==> src/rtl/clk_gate_pkg.sv <==
// -----------------------------------------------------------------------------
// clk_gate_pkg
//   Shared definitions for the clock-gate enable controller:
//     cg_state_t           - controller state encoding (2 bits)
//     CG_IDLE_CYCLES_DFLT  - default idle hold-off before gating
//     CG_WAKE_CYCLES_DFLT  - default wake settle time before RUN
//     CG_CNT_W_DFLT        - default width of hold-off timer and event counter
// -----------------------------------------------------------------------------
package clk_gate_pkg;

    typedef enum logic [1:0] {
        RUN   = 2'd0,
        IDLE  = 2'd1,
        GATED = 2'd2,
        WAKE  = 2'd3
    } cg_state_t;

    localparam int CG_IDLE_CYCLES_DFLT = 16;
    localparam int CG_WAKE_CYCLES_DFLT = 2;
    localparam int CG_CNT_W_DFLT       = 8;

endpackage

==> src/rtl/clk_gate_enable_ctrl_holdoff_timer.sv <==
// -----------------------------------------------------------------------------
// cg_holdoff_timer
//   CNT_W-bit load/decrement down-counter with a zero flag. One instance is
//   shared by the idle hold-off and the wake settle phases of the controller.
//   Ports:
//     CLK      in  clock, rising edge
//     RN       in  asynchronous active-low reset (count -> 0)
//     clr      in  synchronous clear (highest priority)
//     load     in  load load_val
//     load_val in  value to load
//     dec      in  decrement (holds at zero)
//     zero     out count is zero
// -----------------------------------------------------------------------------
module cg_holdoff_timer #(
    parameter int CNT_W = 8
) (
    input  logic             CLK,
    input  logic             RN,
    input  logic             clr,
    input  logic             load,
    input  logic [CNT_W-1:0] load_val,
    input  logic             dec,
    output logic             zero
);

    logic [CNT_W-1:0] count_q;
    logic [CNT_W-1:0] count_d;

    always_comb begin
        count_d = count_q;
        if (clr) begin
            count_d = '0;
        end else if (load) begin
            count_d = load_val;
        end else if (dec && (count_q != '0)) begin
            // Never wraps: the controller leaves the phase at zero anyway.
            count_d = count_q - CNT_W'(1);
        end
    end

    always_ff @(posedge CLK or negedge RN) begin
        if (!RN) begin
            count_q <= '0;
        end else begin
            count_q <= count_d;
        end
    end

    assign zero = (count_q == '0);

endmodule

==> src/rtl/clk_gate_enable_ctrl.sv <==
// -----------------------------------------------------------------------------
// clk_gate_enable_ctrl
//   Produces the registered enable E for a downstream latch-based ICG. Gates
//   the clock after IDLE_CYCLES quiet cycles, re-enables on activity / wake
//   request / loss of sleep permission, and counts gating events.
//   Ports:
//     CLK         in  free-running clock
//     RN          in  asynchronous active-low reset
//     SLEEP_EN    in  software permission to gate (0 forces clock on)
//     BUSY        in  activity from the gated domain (blocks/cancels gating)
//     WAKE_REQ    in  four-phase wake request
//     WAKE_ACK    out wake acknowledge (clock guaranteed running)
//     E           out ICG enable, registered
//     GATED       out 1 while the clock is suppressed
//     CLR_STAT    in  synchronous clear of GATE_EVENTS
//     GATE_EVENTS out saturating count of gating transitions
// -----------------------------------------------------------------------------
module clk_gate_enable_ctrl
    import clk_gate_pkg::*;
#(
    parameter int IDLE_CYCLES = CG_IDLE_CYCLES_DFLT,
    parameter int WAKE_CYCLES = CG_WAKE_CYCLES_DFLT,
    parameter int CNT_W       = CG_CNT_W_DFLT
) (
    input  logic             CLK,
    input  logic             RN,
    input  logic             SLEEP_EN,
    input  logic             BUSY,
    input  logic             WAKE_REQ,
    output logic             WAKE_ACK,
    output logic             E,
    output logic             GATED,
    input  logic             CLR_STAT,
    output logic [CNT_W-1:0] GATE_EVENTS
);

    // The timer counts down to zero inclusively, hence the minus one.
    localparam logic [CNT_W-1:0] IDLE_LOAD = CNT_W'(IDLE_CYCLES - 1);
    localparam logic [CNT_W-1:0] WAKE_LOAD = CNT_W'(WAKE_CYCLES - 1);

    cg_state_t        state_q;
    cg_state_t        state_d;
    logic             e_q;
    logic             e_d;
    logic             gated_q;
    logic             gated_d;
    logic             wake_ack_q;
    logic             wake_ack_d;
    logic [CNT_W-1:0] events_q;
    logic [CNT_W-1:0] events_d;

    logic             abort;
    logic             gate_evt;
    logic             tmr_clr;
    logic             tmr_load;
    logic [CNT_W-1:0] tmr_load_val;
    logic             tmr_dec;
    logic             tmr_zero;

    cg_holdoff_timer #(
        .CNT_W (CNT_W)
    ) u_timer (
        .CLK      (CLK),
        .RN       (RN),
        .clr      (tmr_clr),
        .load     (tmr_load),
        .load_val (tmr_load_val),
        .dec      (tmr_dec),
        .zero     (tmr_zero)
    );

    // Anything that needs the gated clock running keeps or brings it back.
    assign abort = BUSY | WAKE_REQ | ~SLEEP_EN;

    // The GATED enumerator is scoped explicitly because the GATED port
    // shadows the wildcard import inside this module.
    always_comb begin
        state_d      = state_q;
        tmr_clr      = 1'b0;
        tmr_load     = 1'b0;
        tmr_load_val = '0;
        tmr_dec      = 1'b0;
        gate_evt     = 1'b0;

        case (state_q)
            RUN: begin
                if (!abort) begin
                    state_d      = IDLE;
                    tmr_load     = 1'b1;
                    tmr_load_val = IDLE_LOAD;
                end
            end
            IDLE: begin
                // Abort is tested first so it wins over an expiring timer.
                if (abort) begin
                    state_d = RUN;
                    tmr_clr = 1'b1;
                end else if (tmr_zero) begin
                    state_d  = clk_gate_pkg::GATED;
                    gate_evt = 1'b1;
                end else begin
                    tmr_dec = 1'b1;
                end
            end
            clk_gate_pkg::GATED: begin
                if (abort) begin
                    state_d      = WAKE;
                    tmr_load     = 1'b1;
                    tmr_load_val = WAKE_LOAD;
                end
            end
            WAKE: begin
                // Inputs are deliberately ignored until RUN is reached.
                if (tmr_zero) begin
                    state_d = RUN;
                end else begin
                    tmr_dec = 1'b1;
                end
            end
            default: begin
                state_d = RUN;
            end
        endcase

        // Outputs are decoded from the next state so they register in step
        // with the state flop.
        e_d        = (state_d != clk_gate_pkg::GATED);
        gated_d    = (state_d == clk_gate_pkg::GATED);
        wake_ack_d = (state_d == RUN) && WAKE_REQ;

        events_d = events_q;
        if (CLR_STAT) begin
            events_d = '0;
        end else if (gate_evt && (events_q != '1)) begin
            events_d = events_q + CNT_W'(1);
        end
    end

    always_ff @(posedge CLK or negedge RN) begin
        if (!RN) begin
            state_q    <= RUN;
            e_q        <= 1'b1;
            gated_q    <= 1'b0;
            wake_ack_q <= 1'b0;
            events_q   <= '0;
        end else begin
            state_q    <= state_d;
            e_q        <= e_d;
            gated_q    <= gated_d;
            wake_ack_q <= wake_ack_d;
            events_q   <= events_d;
        end
    end

    assign E           = e_q;
    assign GATED       = gated_q;
    assign WAKE_ACK    = wake_ack_q;
    assign GATE_EVENTS = events_q;

endmodule

==> config.mk <==
export PLATFORM = sky130hd
export DESIGN_NAME = clk_gate_enable_ctrl
export DESIGN_NICKNAME = d
export VERILOG_FILES = /design/src/rtl/clk_gate_pkg.sv /design/src/rtl/clk_gate_enable_ctrl_holdoff_timer.sv /design/src/rtl/clk_gate_enable_ctrl.sv
export SDC_FILE = /design/constraint.sdc
export NUM_CORES = 1
export LEC_CHECK = 0
export CORE_MARGIN = 2
export CORE_UTILIZATION = 40
export CTS_CLUSTER_DIAMETER = 80
export DETAILED_ROUTE_END_ITERATION = 16
export DONT_BUFFER_PORTS = 1
export MAX_ROUTING_LAYER = met4
export SETUP_SLACK_MARGIN = 0.3
export SLEW_MARGIN = 25
export SYNTH_ARGS = -nofsm -noshare
export SYNTH_HDL_FRONTEND = slang
export SYNTH_SLANG_ARGS = --single-unit
export TNS_END_PERCENT = 20
==> constraint.sdc <==
create_clock -name CLK -period 8.1 [get_ports CLK]
set_input_delay 0.405 -clock CLK [delete_from_list [all_inputs] [get_ports CLK]]
set_output_delay 0.405 -clock CLK [all_outputs]
set_load 0.02 [all_outputs]
==> impl_metrics.env <==
export IMPL_synth_top_area_share=0.401
export IMPL_synth_flop_cell="dfrtp_1"
export IMPL_arrival_ns=2.99
export IMPL_synth_most_common_cell="dfrtp_1"
export IMPL_place_area_um2=1260
export IMPL_core_area_um2=3000
export IMPL_synth_edf_count=0
export IMPL_io_pins=17
export IMPL_antenna_found_initial=0
export IMPL_cts_tree="built"
export IMPL_period_share=0.339
export IMPL_drv_cap=0
export IMPL_required_ns=8.34
export IMPL_min_period_ns=2.74
export IMPL_synth_area_top_cells="dfrtp_1 40%, nor4_1 4.5%, nand2_1 4.2%, a21oi_1 3.6%, o21ai_0 3.6%"
export IMPL_drc=0
export IMPL_leakage_nw=0.490
export IMPL_total_power_uw=374
export IMPL_syn_num_nets=150
export IMPL_syn_area_um2=1250
export IMPL_cp_common_cell="or4_1"
export IMPL_design_area_um2=1300
export IMPL_grt_pass1_vias=1041
export IMPL_tightestPinTransition_ns=0.590
export IMPL_cts_max_path_buffers=2
export IMPL_routed_wl_um=2690
export IMPL_synth_seq_cells=21
export IMPL_hold_class="in2async"
export IMPL_setup_viol=0
export IMPL_maxSlewHeadroom=0.603
export IMPL_synthArstFlopShare=1.00
export IMPL_synth_cell_types=42
export IMPL_netlist_instances=141
export IMPL_cts_sinks=21
export IMPL_grt_pass1_wl_um=4690
export IMPL_crit_type="reg2reg"
export IMPL_yosys_area_top_type="dfrtp_1"
export IMPL_status="complete, no violations"
export IMPL_fmax_mhz=364
export IMPL_grt_usage=0.173
export IMPL_crit_path_max_incr_delay_ns=0.65
export IMPL_fp_dieH_um=59.9
export IMPL_grt_max_degree=22
export IMPL_start_kind="register"
export IMPL_htreeDepth=1
export IMPL_drive_gt1_frac=0.0935
export IMPL_yosys_warnings=0
export IMPL_overflow=0
export IMPL_cts_root_buf="clkbuf_4"
export IMPL_num_rows=20
export IMPL_place_ws_ns=5.39
export IMPL_ant_nets=0
export IMPL_antenna_cells=0
export IMPL_peakVddDrop_mv=0.0892
export IMPL_cp_cell_sequence="inv_1 > ha_1 > or4bb_1 > or4_1 > or4_1 > a21oi_1"
export IMPL_synth_common_cells="20 x dfrtp_1, 14 x nand2_1, 9 x a21oi_1, 9 x nor4_1, 9 x o21ai_0"
export IMPL_vias=1078
export IMPL_cts_inserted_buffers=3
export IMPL_drtIter0Drc=37
export IMPL_setup_tns_ns=0
export IMPL_via_per_inst=6.27
export IMPL_path_clk_slew_ns=0.13
export IMPL_area_growth_pct=4.11
export IMPL_io_buffers=0
export IMPL_cp_max_fo=8
export IMPL_slowest_stage="or4_1"
export IMPL_start_util=0.416
export IMPL_ys_seq_area_frac=0.422
export IMPL_num_nets_final=149
export IMPL_slew_viol_final=0
export IMPL_dr_pass1_iters=5
export IMPL_fin_ws_ns=5.36
export IMPL_rsz0062_at_grt="false"
export IMPL_wl_per_cell_um=15.7
export IMPL_die_area_um2=3580
export IMPL_postSynthAreaPerCell_um2=8.86
export IMPL_crit_buf_inv=1
export IMPL_skew_ns=0.00543
export IMPL_routabilityCongestion=0.904
export IMPL_dp_hpwl_um=1910
export IMPL_hold_viol_final=0
export IMPL_die_x_um=59.9
export IMPL_worst_setup_path_end_kind="register"
export IMPL_critPathTopFamily="simple AND/OR/NAND/NOR gates"
export IMPL_powerDensity_nw_per_um2=287
export IMPL_insertion_delay_ns=0.30
## metal layers
layer | up-vias | global-route usage | wire length (um)
li1 | 526 | - | -
met1 | 526 | 0.238 | 1360
met2 | 24 | 0.244 | 1180
met3 | 2 | 0.0390 | 128
met4 | 0 | 0.0730 | 23
met5 | - | - | 0
## power by group
part | total (mW) | switching [mW] | internal [mW]
combinational | 0.153 | 0.0870 | 0.0660
clock | 0.0530 | 0.0343 | 0.0187
sequential | 0.168 | 0.0422 | 0.125
## placed cells by master, fill, tap and decap left out, types with 3 or more instances in the layout
cell type	Yosys	routed
nor2b_1	3	3
or4_1	5	5
a21oi_1	9	9
dfrtp_1	20	20
nor2_1	7	7
nor4_1	9	9
ha_1	3	3
a31oi_1	4	4
nand2_1	14	14
nor3_1	3	3
o21ai_0	9	9
inv_1	5	5
nand2b_1	3	3
clkbuf_4	0	3
o31ai_1	5	5
nand3_1	5	5
## cells by family (layout without fill, tap and decap cells)
group | after synthesis | in the layout | synth area share
fa+ha+maj | 3 | 3 | 0.0301
compound gates | 36 | 36 | 0.180
buf+inv | 13 | 11 | 0.0411
flops | 21 | 21 | 0.422
simple gates | 64 | 64 | 0.296
mux | 2 | 2 | 0.0170
xor+xnor | 2 | 2 | 0.0140
## worst register-to-register path, cell delays in order (launching register included)
cell     delay, ns
dfrtp_1       0.45
inv_1         0.16
ha_1          0.19
or4bb_1       0.55
or4_1         0.65
or4_1         0.54
a21oi_1       0.14
## path summary, 6_finish.rpt
kind	start	end	slack, ns	cells past startpoint
worst max-delay path	u_timer.count_q[0]	GATE_EVENTS[3]	5.36	6
worst min-delay path	RN	GATE_EVENTS[4]	0.03	1
worst max register to register	u_timer.count_q[0]	GATE_EVENTS[3]	5.36	6
worst min register to register	u_timer.count_q[5]	u_timer.count_q[5]	0.59	2
max in group asynchronous	RN	E	7.73	1
min in group CLK	CLR_STAT	GATE_EVENTS[3]	0.14	1
## final cells by class
type | instances | area [um2]
well taps | 33 | 41.3
clock buffers | 3 | 22.5
inverters | 5 | 18.8
fillers | 295 | 1700
repair buffers | 2 | 12.5
clock inverters | 1 | 7.51
multi-input cells | 107 | 671
flip-flops and latches | 21 | 527
## through the flow
| stage | hold slack, ns | instances | utilization |
|---|---|---|---|
| final | 0.0300 | 172 | 0.433 |
| after global routing | 0.0453 | 172 | 0.433 |
| after CTS | 0.132 | 172 | 0.435 |
| after detailed placement | 0.110 | 167 | 0.421 |
| after global placement | 0.110 | 167 | 0.421 |
| after floorplan | 0.109 | 141 | - |
## registers in the layout, summed over array words and instances, names as in the netlist
name,cells
u_timer.count_q,8
GATED,1
E,1
state_q,2
WAKE_ACK,1
GATE_EVENTS,8
## timing repair
action	in CTS	in global routing
hold buffers	1	0
endpoints found under the setup margin	0	0
buffers inserted	0	0
endpoints found under the hold margin	21	0
resized for setup	0	0
(Power assumes the default switching activity.)
